[src/rtl/mux_scan_ctrl.sv]
// Scan sequencer for a downstream 4:1 mux: latches a word, walks the select
// through 0..3, captures the mux output for each, and reports the rebuilt word.
module mux_scan_ctrl #(
    parameter int HOLD_CYCLES = 1
) (
    input  logic       clk,
    input  logic       rst_n,
    input  logic       start,
    input  logic [3:0] din,
    input  logic       mux_q,
    output logic [3:0] mux_d,
    output logic [1:0] mux_sel,
    output logic       busy,
    output logic       done,
    output logic [3:0] dout,
    output logic       mismatch
);

    typedef enum logic [1:0] {
        IDLE = 2'd0,
        SCAN = 2'd1,
        DONE = 2'd2
    } state_e;

    localparam logic [3:0] HOLD_LAST = 4'(HOLD_CYCLES - 1);

    state_e     state_q, state_d;
    logic [3:0] data_q, data_d;
    logic [1:0] sel_q, sel_d;
    logic [3:0] cnt_q, cnt_d;
    logic [3:0] cap_q, cap_d;
    logic [3:0] dout_q, dout_d;
    logic       mismatch_q, mismatch_d;

    // NOTE: every _d gets its hold value first so no path through the case leaves a latch.
    always_comb begin
        state_d    = state_q;
        data_d     = data_q;
        sel_d      = sel_q;
        cnt_d      = cnt_q;
        cap_d      = cap_q;
        dout_d     = dout_q;
        mismatch_d = mismatch_q;

        case (state_q)
            IDLE: begin
                if (start) begin
                    data_d     = din;
                    sel_d      = 2'd0;
                    cnt_d      = 4'd0;
                    cap_d      = 4'd0;
                    mismatch_d = 1'b0;
                    state_d    = SCAN;
                end
            end

            SCAN: begin
                if (cnt_q == HOLD_LAST) begin
                    cnt_d        = 4'd0;
                    cap_d[sel_q] = mux_q;
                    // The final capture feeds dout directly, so it must read the updated cap_d.
                    if (sel_q == 2'd3) begin
                        dout_d     = cap_d;
                        mismatch_d = (cap_d != data_q);
                        state_d    = DONE;
                    end else begin
                        sel_d = sel_q + 2'd1;
                    end
                end else begin
                    cnt_d = cnt_q + 4'd1;
                end
            end

            DONE: state_d = IDLE;

            default: state_d = IDLE;
        endcase
    end

    // NOTE: sequential state uses non-blocking assignments only; reset is asynchronous.
    always_ff @(posedge clk or negedge rst_n) begin
        if (!rst_n) begin
            state_q    <= IDLE;
            data_q     <= 4'd0;
            sel_q      <= 2'd0;
            cnt_q      <= 4'd0;
            cap_q      <= 4'd0;
            dout_q     <= 4'd0;
            mismatch_q <= 1'b0;
        end else begin
            state_q    <= state_d;
            data_q     <= data_d;
            sel_q      <= sel_d;
            cnt_q      <= cnt_d;
            cap_q      <= cap_d;
            dout_q     <= dout_d;
            mismatch_q <= mismatch_d;
        end
    end

    assign mux_d    = data_q;
    assign mux_sel  = sel_q;
    assign busy     = (state_q == SCAN);
    assign done     = (state_q == DONE);
    assign dout     = dout_q;
    assign mismatch = mismatch_q;

endmodule

[config.mk]
export PLATFORM = sky130hd
export DESIGN_NAME = mux_scan_ctrl
export DESIGN_NICKNAME = d
export VERILOG_FILES = /design/src/rtl/mux_scan_ctrl.sv
export SDC_FILE = /design/constraint.sdc
export NUM_CORES = 1
export LEC_CHECK = 0
export CAP_MARGIN = 20
export CORE_MARGIN = 1
export CORE_UTILIZATION = 55
export CTS_CLUSTER_SIZE = 28
export DETAILED_ROUTE_END_ITERATION = 8
export DONT_BUFFER_PORTS = 1
export PLACE_DENSITY = 0.67
export SYNTH_ARGS = -nofsm -noshare
export SYNTH_HDL_FRONTEND = slang
export SYNTH_SLANG_ARGS = --single-unit
[constraint.sdc]
create_clock -name clk -period 3.2 [get_ports clk]
set_input_delay 0.64 -clock clk [delete_from_list [all_inputs] [get_ports clk]]
set_output_delay 0.64 -clock clk [all_outputs]
set_load 0.02 [all_outputs]
[After elaboration in Yosys (flattened, before gate mapping)]
Index checks and enable logic that the tools add are counted.
Cells by class
  add/subtract/negate cells: 2
  $mul: 0
  div/mod/pow operators: 0
  $lt $le $gt $ge: 2
  equality and inequality tests: 8
  shifts and indexed selects: 0
  mux-type cells: 20
  bitwise operators: 0
  reductions and logical operators: 11
Operator list (count)
  $pmux W4 S2: 2
  $mux W2: 6
  $mux W4: 3
  $reduce_and A3 Y1: 3
  $pmux W2 S2: 2
  $reduce_and A4 Y1: 2
  $add A4 B1 Y4 const B: 1
  $bwmux W4: 1
  $eq A2 B2 Y1 const B: 2
  $logic_not A4 Y1: 1
  $mux W1: 4
  $ne A2 B1 Y1 const B: 2
  $ne A2 B2 Y1 const B: 2
  $ne A4 B4 Y1: 1
  $reduce_and A2 Y1: 2
  $lt A2 B3 Y1 const B: 1
  $add A2 B1 Y2 const B: 1
  $demux W1 S2: 1
  $eq A2 B1 Y1 const B: 1
  $ge A2 B1 Y1 const B: 1
  $logic_not A2 Y1: 1
  $pmux W1 S2: 1
  $reduce_bool A2 Y1: 1
  $logic_and A1 B1 Y1: 1
Word-level totals
  register bits: 21
  latch bits: 0
  RAM bits: 0
  memory bits (read-only): 0
  input port bits: 8
  output and inout port bits: 13
  word-level logic and storage cells: 50
  memories kept: 0

[Depth between registers and ports, before layout]
Gate-level depths: netlist of the first run.
  depth after elaboration: 9
  mapped depth: 6
  depth with buffers taken out: 6

[Worst setup path after synthesis of the first run]
OpenSTA, ideal clock, no wires.
  path type: flip-flop to flip-flop
  from: reg sel_q[0] (netlist: mux_sel[0])
  to: reg sel_q[1] (netlist: mux_sel[1])
  setup time: 0.122 ns
  data arrival time: 1.500 ns
  data required time: 3.078 ns
  slack: 1.579 ns
  cell stages (with the launch flop): 5
  path buffers: 0
  clock period less this slack: 1.621 ns
  cell sequence: dfrtp_1 > ha_1 > nor4b_1 > o21ai_0 > a32o_1
On the way
  longest elaborated chain between the ends: 4
Ends and longest elaborated chain
  start: declaration: line 29  | logic [1:0] sel_q, sel_d;
  start signal: assignment: line 93  | sel_q <= sel_d;
  $add A2 B1 Y2: line 67  | sel_d = sel_q + 2'd1;
  $mux W2: line 62  | if (sel_q == 2'd3) begin
  $mux W2: line 58  | if (cnt_q == HOLD_LAST) begin
  $pmux W2 S2: line 45  | case (state_q)
Parallel ways exist; a longest one is shown, timed or not. The select of a mux whose other input is x is not followed.
A chain may end at the register's enable or synchronous reset.

[Final worst setup path of the first run]
  from: reg state_q[1]
  to: out busy
On the way
  longest elaborated chain between the ends: 1
Ends and longest elaborated chain
  start: declaration: line 27  | state_e state_q, state_d;
  start signal: assignment: line 91  | state_q <= state_d;
  $eq A2 B1 Y1: line 103  | assign busy = (state_q == SCAN);
  end: declaration: line 13  | output logic busy,
No other way between the ends.

==> results_dict.tcl, run 1 <==
set metrics [dict create \
    whs_path_depth 1 \
    power.total_uw 1060 \
    fin_crit_sh 0.614 \
    grt_pass1_vias 702 \
    drtIter0Drc 5 \
    io_buffers 0 \
    dpl.hpwl_um 1420 \
    start_util 0.601 \
    rsz0062_at_grt "false" \
    diodes 0 \
    crit_path_end_kind "output port" \
    top_layer_used "met4" \
    yosys.cell_types.count 27 \
    hold_class "in2reg" \
    clock_latency_ns 0.31 \
    yosysWarnings 0 \
    drive_gt1_frac 0.127 \
    overflow 0 \
    dieWidth_um 45.9 \
    path_max_fanout 10 \
    syn_area_um2 1060 \
    vias 723 \
    synth_edf_count 0 \
    yosys-top-cells-count "21 x dfrtp_1, 17 x nand2_1, 9 x o21ai_0" \
    yosys_register_bits 21 \
    synth-seq-area-share 0.496 \
    startpoint_type "flip-flop" \
    drc 0 \
    synth.top_cell.area_share 0.496 \
    path_class "reg2out" \
    cap_violations 0 \
    grt_pass1_wl_um 3310 \
    max-vdd-ir-drop_v 0.000536 \
    cts_sinks 21 \
    synth_cells 97 \
    cts_made_buffers 3 \
    synthArstFlopShare 1.00 \
    clk_path_buf_depth 2 \
    p_leak_uw 0.000528 \
    fin_nets 117 \
    worst_pin_slew_ns 0.512 \
    cts_tree "yes" \
    cp.required_ns 2.56 \
    ys.flop_type "dfrtp_1" \
    grt_max_degree 13 \
    layout.filler_cells 158 \
    setup_tns_ns 0 \
    detail-route-antenna-nets 0 \
    firstDrtPassIters 2 \
    cp.arrival_ns 1.32 \
    finalHoldViolations 0 \
    syn_to_final_growth_pct 6.61 \
    dieArea_um2 2110 \
    synth.net_count 111 \
    num_rows 15 \
    routed_wl_um 1980 \
    via_per_inst 5.69 \
    wl_met1_um 949 \
    multiInputGateArea_um2 504 \
    ios 21 \
    synth_area_leader_cell "dfrtp_1" \
    gpl.final_weighted_congestion 0.759 \
    wl_met3_um 49 \
    setup_violations 0 \
    ff_latch_area_um2 526 \
    max_slew_margin 0.654 \
    skew_ns 0.00480 \
    post-route-min-period_ns 1.96 \
    yosys.cell_count.top_type "dfrtp_1" \
    avgSynthCellArea_um2 10.9 \
    core_um2 1760 \
    synth_area_leaders "dfrtp_1 50%, ha_1 7.1%, nand2_1 6.0%" \
    clkTransAtPathRegs_ns 0.12 \
    status "completed" \
    clk_root_buffer_cell "clkbuf_4" \
    grt.total_usage 0.232 \
    post_drt_wl_per_cell_um 15.6 \
    power_density_nw_per_um2 941 \
    cts-htree-levels 1 \
    die-height_um 45.9 \
    rr_worst_depth 4 \
    wl_met2_um 938 \
    antenna_found_initial 0 \
    post_cts_buffers 0 \
    drv_slew 0 \
    fmax_ghz 0.509 \
]
path summary, 6_finish.rpt:
path,startpoint,end,slack (ns)
hold reg to reg,cap_q[2],cap_q[2],0.51
max in group asynchronous,rst_n,cap_q[2],2.13
min in group asynchronous,rst_n,cnt_q[2],0.71
hold / removal,mux_q,cap_q[3],0.47
setup reg to reg,mux_sel[0],mux_sel[1],1.32
setup / recovery,state_q[1],busy,1.24
layout make-up:
type,count,share of cell area
sequential,21,0.465
timing repair buffer,2,0.0177
multi-input combinational,69,0.446
tap,25,0.0277
clock buffer,4,0.0233
inverter,6,0.0199
where the power goes:
| part | internal, uW | switching [uW] |
|---|---|---|
| clock | 48.7 | 80.6 |
| sequential | 361 | 165 |
| combinational | 171 | 237 |
| total | 580 | 483 |
stage by stage:
stage          instance area, um2  utilization  std cells  worst slack, ns  hold WS, ns
2_1_floorplan                1060            -         97             1.58        0.344
3_3_place_gp                 1080        0.614        121             1.47        0.345
3_5_place_dp                 1080        0.614        121             1.34        0.345
4_1_cts                      1120        0.635        126             1.22      0.00305
5_1_grt                      1130        0.640        127             1.14        0.462
6_report                     1130        0.640        127             1.24        0.466
worst max-delay path, cell delays in order (launching register included):
cell	delay, ns
dfrtp_1	0.43
nand2b_1	0.33
inv_2	0.26
what timing repair did:
| item | CTS | global route |
|---|---|---|
| endpoints found under the setup margin | 0 | 0 |
| hold endpoints to repair | 10 | 11 |
| resized for setup | 0 | 0 |
| hold buffers | 1 | 1 |
flip-flops by register name, summed over array words and instances (netlist names):
register and cells:
dout 4, state_q 2, mux_d 4, cnt_q 4, mux_sel 2, cap_q 4, mismatch 1
per-layer routing:
| layer | vias to the layer above | GRT usage |
|---|---|---|
| li1 | 349 | - |
| met1 | 358 | 0.325 |
| met2 | 11 | 0.344 |
| met3 | 5 | 0.0357 |
| met4 | 0 | 0.124 |
| met5 | - | 0 |
cells in the final DEF (no fill, tap or decap), types with 3 or more instances in the layout:
cell,instances
dfrtp_1,21
nand2_1,17
o21ai_0,9
ha_1,6
xor2_1,5
inv_1,4
mux2_2,4
mux2i_1,4
a21oi_1,3
a22o_1,3
clkbuf_4,3
cells by family (layout without fill, tap and decap cells):
family,Yosys count,in the layout,synth area share
AND/OR/NAND/NOR,28,28,0.146
AO/OA/AOI/OAI,22,22,0.137
flip-flops,21,21,0.496
multiplexers,8,8,0.0803
buffers and inverters,7,12,0.0283
adder cells (fa/ha/maj),6,6,0.0708
XOR/XNOR,5,5,0.0413
(Power assumes the default switching activity.)
==> run 2, diff against run 1 <==
CORE_UTILIZATION = 54   (was 55)
PLACE_DENSITY = 0.69   (was 0.67)
clock period = 1.8 ns   (was 3.2 ns; I/O delays follow)
==> run 2 against run 1 <==
Clock-buffer cell count down 1. Worst setup slack lost 1.1 ns. Non-clock buffer count increased by 4. Critical path depth rose by 4. Via count is 2.8% higher. Sequential power rose by 75%. Flip-flop and latch count is the same. Cell count increased by 3.1%. Clock power grew 74%. Die area is 1.8% higher. Hold slack worse by 0.26 ns. Largest cell class unchanged. Largest power group unchanged.
==> results_dict.tcl, run 2 (synthesis gave the netlist of run 1 again) <==
set metrics [dict create \
    drc 0 \
    via_per_inst 5.67 \
    fin_nets 121 \
    clock_latency_ns 0.30 \
    power_density_nw_per_um2 1690 \
    setup_tns_ns 0 \
    firstDrtPassIters 4 \
    grt_pass1_vias 685 \
    antenna_found_initial 0 \
    power.total_uw 1980 \
    dieWidth_um 46.3 \
    clk_path_buf_depth 2 \
    clkTransAtPathRegs_ns 0.12 \
    skew_ns 0.00841 \
    overflow 0 \
    cts_sinks 21 \
    fin_worst_hold_slack_ns 0.205 \
    ios 21 \
    diodes 0 \
    gpl.final_weighted_congestion 0.861 \
    path_max_fanout 5 \
    multiInputGateArea_um2 513 \
    status "completed" \
    dieArea_um2 2140 \
    setup_violations 0 \
    final_util 0.655 \
    min_from "din[1]" \
    post-route-min-period_ns 1.71 \
    num_rows 15 \
    detail-route-antenna-nets 0 \
    finalHoldViolations 0 \
    rsz0062_at_grt "false" \
    cts-htree-levels 1 \
    drtIter0Drc 8 \
    cap_violations 0 \
    cp.required_ns 2.00 \
    clk_root_buffer_cell "clkbuf_4" \
    grt.total_usage 0.229 \
    p_leak_uw 0.000547 \
    max-vdd-ir-drop_v 0.000902 \
    max_slew_margin 0.381 \
    vias 743 \
    die-height_um 46.3 \
    drive_gt1_frac 0.217 \
    cts_tree "yes" \
    cts_made_buffers 3 \
    drv_slew 0 \
    r2r_start "mux_sel[0]" \
    r2r_end "mismatch" \
    holdPathEnd "mux_d[1]" \
    grt_pass1_wl_um 3340 \
    final_cell_mix "20 x dfrtp_1, 17 x nand2_1, 9 x o21ai_0" \
    final_common_cell "dfrtp_1" \
    max_stage_delay_ns 0.46 \
    start_util 0.594 \
    ff_latch_area_um2 527 \
    layout.filler_cells 153 \
    hold_class "in2reg" \
    fin_crit_sh 0.947 \
    rr_worst_depth 6 \
    io_buffers 0 \
    worst_pin_slew_ns 0.926 \
    routed_wl_um 2040 \
    fmax_ghz 0.586 \
    critPathSlowestCell "dfrtp_2" \
    reg2reg_setup_slack_ns 0.09 \
    cp.arrival_ns 1.90 \
    whs_path_depth 1 \
    syn_to_final_growth_pct 10.3 \
    core_um2 1780 \
    crit_path_end_kind "flip-flop" \
    path_class "reg2reg" \
    startpoint_type "flip-flop" \
    path_cells "inv_1 -> ha_1 -> mux2i_2 -> xor2_1 -> nand4_1 -> a22o_1" \
    post_drt_wl_per_cell_um 15.6 \
    grt_max_degree 22 \
    dpl.hpwl_um 1520 \
]
run 2: report_power, final:
part	internal [uW]	switching (uW)
registers	644	279
clock network	82.8	142
logic	371	458
run 2: critical path: cells and delay by family, from the launching register on:
family | cells | cell delay, ns
XOR/XNOR | 1 | 0.18
AO/OA/AOI/OAI | 1 | 0.20
adder cells (fa/ha/maj) | 1 | 0.25
multiplexers | 1 | 0.28
flip-flops | 1 | 0.46
buffers and inverters | 1 | 0.11
AND/OR/NAND/NOR | 1 | 0.12
run 2: worst max path at each step:
| stage | slack (ns) | end | start | cells after the start |
|---|---|---|---|---|
| finish | 0.09 | mismatch | mux_sel[0] | 6 |
| global route | 0.009 | mismatch | mux_sel[0] | 6 |
| CTS | 0.05 | busy | state_q[1] | 3 |
| detailed placement | 0.09 | mismatch | mux_sel[0] | 6 |
| global placement | 0.18 | mismatch | mux_sel[0] | 6 |
| floorplan | 0.18 | mux_sel[1] | mux_sel[0] | 4 |
run 2: metrics by stage:
stage	instance area [um2]	worst slack (ns)	cells
CTS	1160	0.0454	131
global placement	1120	0.176	126
floorplan	1060	0.179	97
global route	1170	0.00931	131
finish	1170	0.0949	131
detailed placement	1120	0.0934	126
run 2: what timing repair did:
item / 4_1_cts / 5_1_grt
gates resized for setup: 0 / 4
hold buffers: 1 / 0
buffers inserted: 0 / 0
setup endpoints to repair: 0 / 2
endpoints found under the hold margin: 21 / 0
run 2: layer usage:
metal	wire length, um	global-route usage
met1	953	0.315
met2	989	0.322
met4	22	0.124
met3	77	0.0627
met5	0	0
run 2: cell type report:
cell class,count,share of cell area
timing repair buffer,6,0.0407
inverter,6,0.0193
clock buffer,3,0.0193
multi-input combinational,69,0.439
tap,25,0.0268
sequential,21,0.451
clock inverter,1,0.00428
==> run 3, diff against run 2 <==
CORE_UTILIZATION = 55   (was 54)
PLACE_DENSITY = 0.67   (was 0.69)
TNS_END_PERCENT = 20   (was default)
clock period = 1.9 ns   (was 1.8 ns; I/O delays follow)
==> run 3 against run 2 <==
Global-route usage is 3.1 points lower. Cell count decreased by 0.76%. Non-clock buffer count fell by 1. Cell area shrank 1.5%.
==> results_dict.tcl, run 3 (synthesis gave the netlist of run 1 again) <==
set metrics [dict create \
    final_area_um2 1150 \
    cts_resized 0 \
    grt.total_usage 0.197 \
    grt_pass1_vias 654 \
    post-route-min-period_ns 1.67 \
    overflow 0 \
    drtIter0Drc 19 \
    worst_pin_slew_ns 0.917 \
    fmax_ghz 0.599 \
    clkTransAtPathRegs_ns 0.12 \
    power_density_nw_per_um2 1600 \
    start_util 0.601 \
    gpl.final_weighted_congestion 0.769 \
    routed_wl_um 1910 \
    max_slew_margin 0.387 \
    status "completed" \
    rsz0062_at_grt "false" \
    final_common_cell "dfrtp_1" \
    drive_gt1_frac 0.171 \
    placed_area_um2 1110 \
    ios 21 \
    clkPwrFrac 0.117 \
    path_max_fanout 5 \
    drc 0 \
    syn_to_final_growth_pct 8.62 \
    cap_violations 0 \
    seqPwrFrac 0.471 \
    detail-route-antenna-nets 0 \
    antenna_found_initial 0 \
    cts_made_buffers 3 \
    pre_cts_slack_ns 0.277 \
    post_cts_buffers 0 \
    vias 721 \
    cp.arrival_ns 1.87 \
    startpoint_type "flip-flop" \
    max-vdd-ir-drop_v 0.000822 \
    fin_crit_sh 0.879 \
    grt_pass1_wl_um 2910 \
    setup_tns_ns 0 \
    crit_path_end_kind "flip-flop" \
    p_sw_uw 818 \
    p_leak_uw 0.000546 \
    finalHoldViolations 0 \
    grt_max_degree 22 \
    cts_hold_repair.buffers 1 \
    skew_ns 0.00193 \
    diodes 0 \
    cts-htree-levels 1 \
    final_cell_mix "21 x dfrtp_1, 17 x nand2_1, 9 x o21ai_0" \
    io_buffers 0 \
    setup_violations 0 \
    clock_latency_ns 0.30 \
    post_drt_wl_per_cell_um 14.7 \
    hold_class "in2reg" \
    clk_path_buf_depth 2 \
    internal_power_uw 1020 \
    fin_worst_hold_slack_ns 0.213 \
    combPwrFrac 0.413 \
    die-height_um 45.9 \
    dpl.hpwl_um 1440 \
    path_class "reg2reg" \
    switching_share 0.445 \
    dpl.cell_count 125 \
    firstDrtPassIters 4 \
    timing.final.ws_setup_ns 0.231 \
    dieWidth_um 45.9 \
    num_rows 15 \
    cts_tree "yes" \
    via_per_inst 5.55 \
    final_cells 130 \
    drv_slew 0 \
    dieArea_um2 2110 \
    core_um2 1760 \
    clk_root_buffer_cell "clkbuf_4" \
    fin_nets 120 \
    cp.required_ns 2.10 \
    cts_sinks 21 \
]
## run 3: metal layers
metal	wire [um]	global-route usage
met1	997	0.292
met2	849	0.287
met3	46	0.0357
met4	18	0.0706
met5	0	0
## run 3: critical path: stages, from the launching register on
cell	delay, ns
dfrtp_1	0.44
ha_1	0.31
nor4b_1	0.39
o21ai_0	0.20
a32o_1	0.24
## run 3: area by class of cell
type / instances / area (um2)
Clock buffer: 3 / 22.5
Clock inverter: 1 / 5.00
Tap cell: 25 / 31.3
Sequential cell: 21 / 526
Timing Repair Buffer: 5 / 40.0
Multi-Input combinational cell: 69 / 504
Inverter: 6 / 22.5
Fill cell: 140 / 613
## run 3: final timing paths
check,to,cells after the start,from,slack (ns)
worst min register to register,cap_q[2],2,cap_q[2],0.52
min in group asynchronous,cnt_q[1],1,rst_n,0.64
worst max register to register,mux_sel[1],4,mux_sel[0],0.23
worst max-delay path,mux_sel[1],4,mux_sel[0],0.23
worst min-delay path,cap_q[3],1,mux_q,0.21
max in group asynchronous,dout[3],1,rst_n,0.70
## run 3: power by group through the flow
stage / clock network (uW) / registers, uW / logic, uW
6_report: 214 / 865 / 758
5_1_grt: 239 / 889 / 842
4_1_cts: 219 / 869 / 759
3_5_place_dp: 0 / 881 / 743
3_3_place_gp: 0 / 872 / 742
2_1_floorplan: 0 / 867 / 563
## run 3: through the flow
stage / total power [uW] / utilization
5_1_grt: 1970 / 0.652
2_1_floorplan: 1430 / -
3_3_place_gp: 1610 / 0.631
6_report: 1840 / 0.652
4_1_cts: 1850 / 0.652
3_5_place_dp: 1620 / 0.631
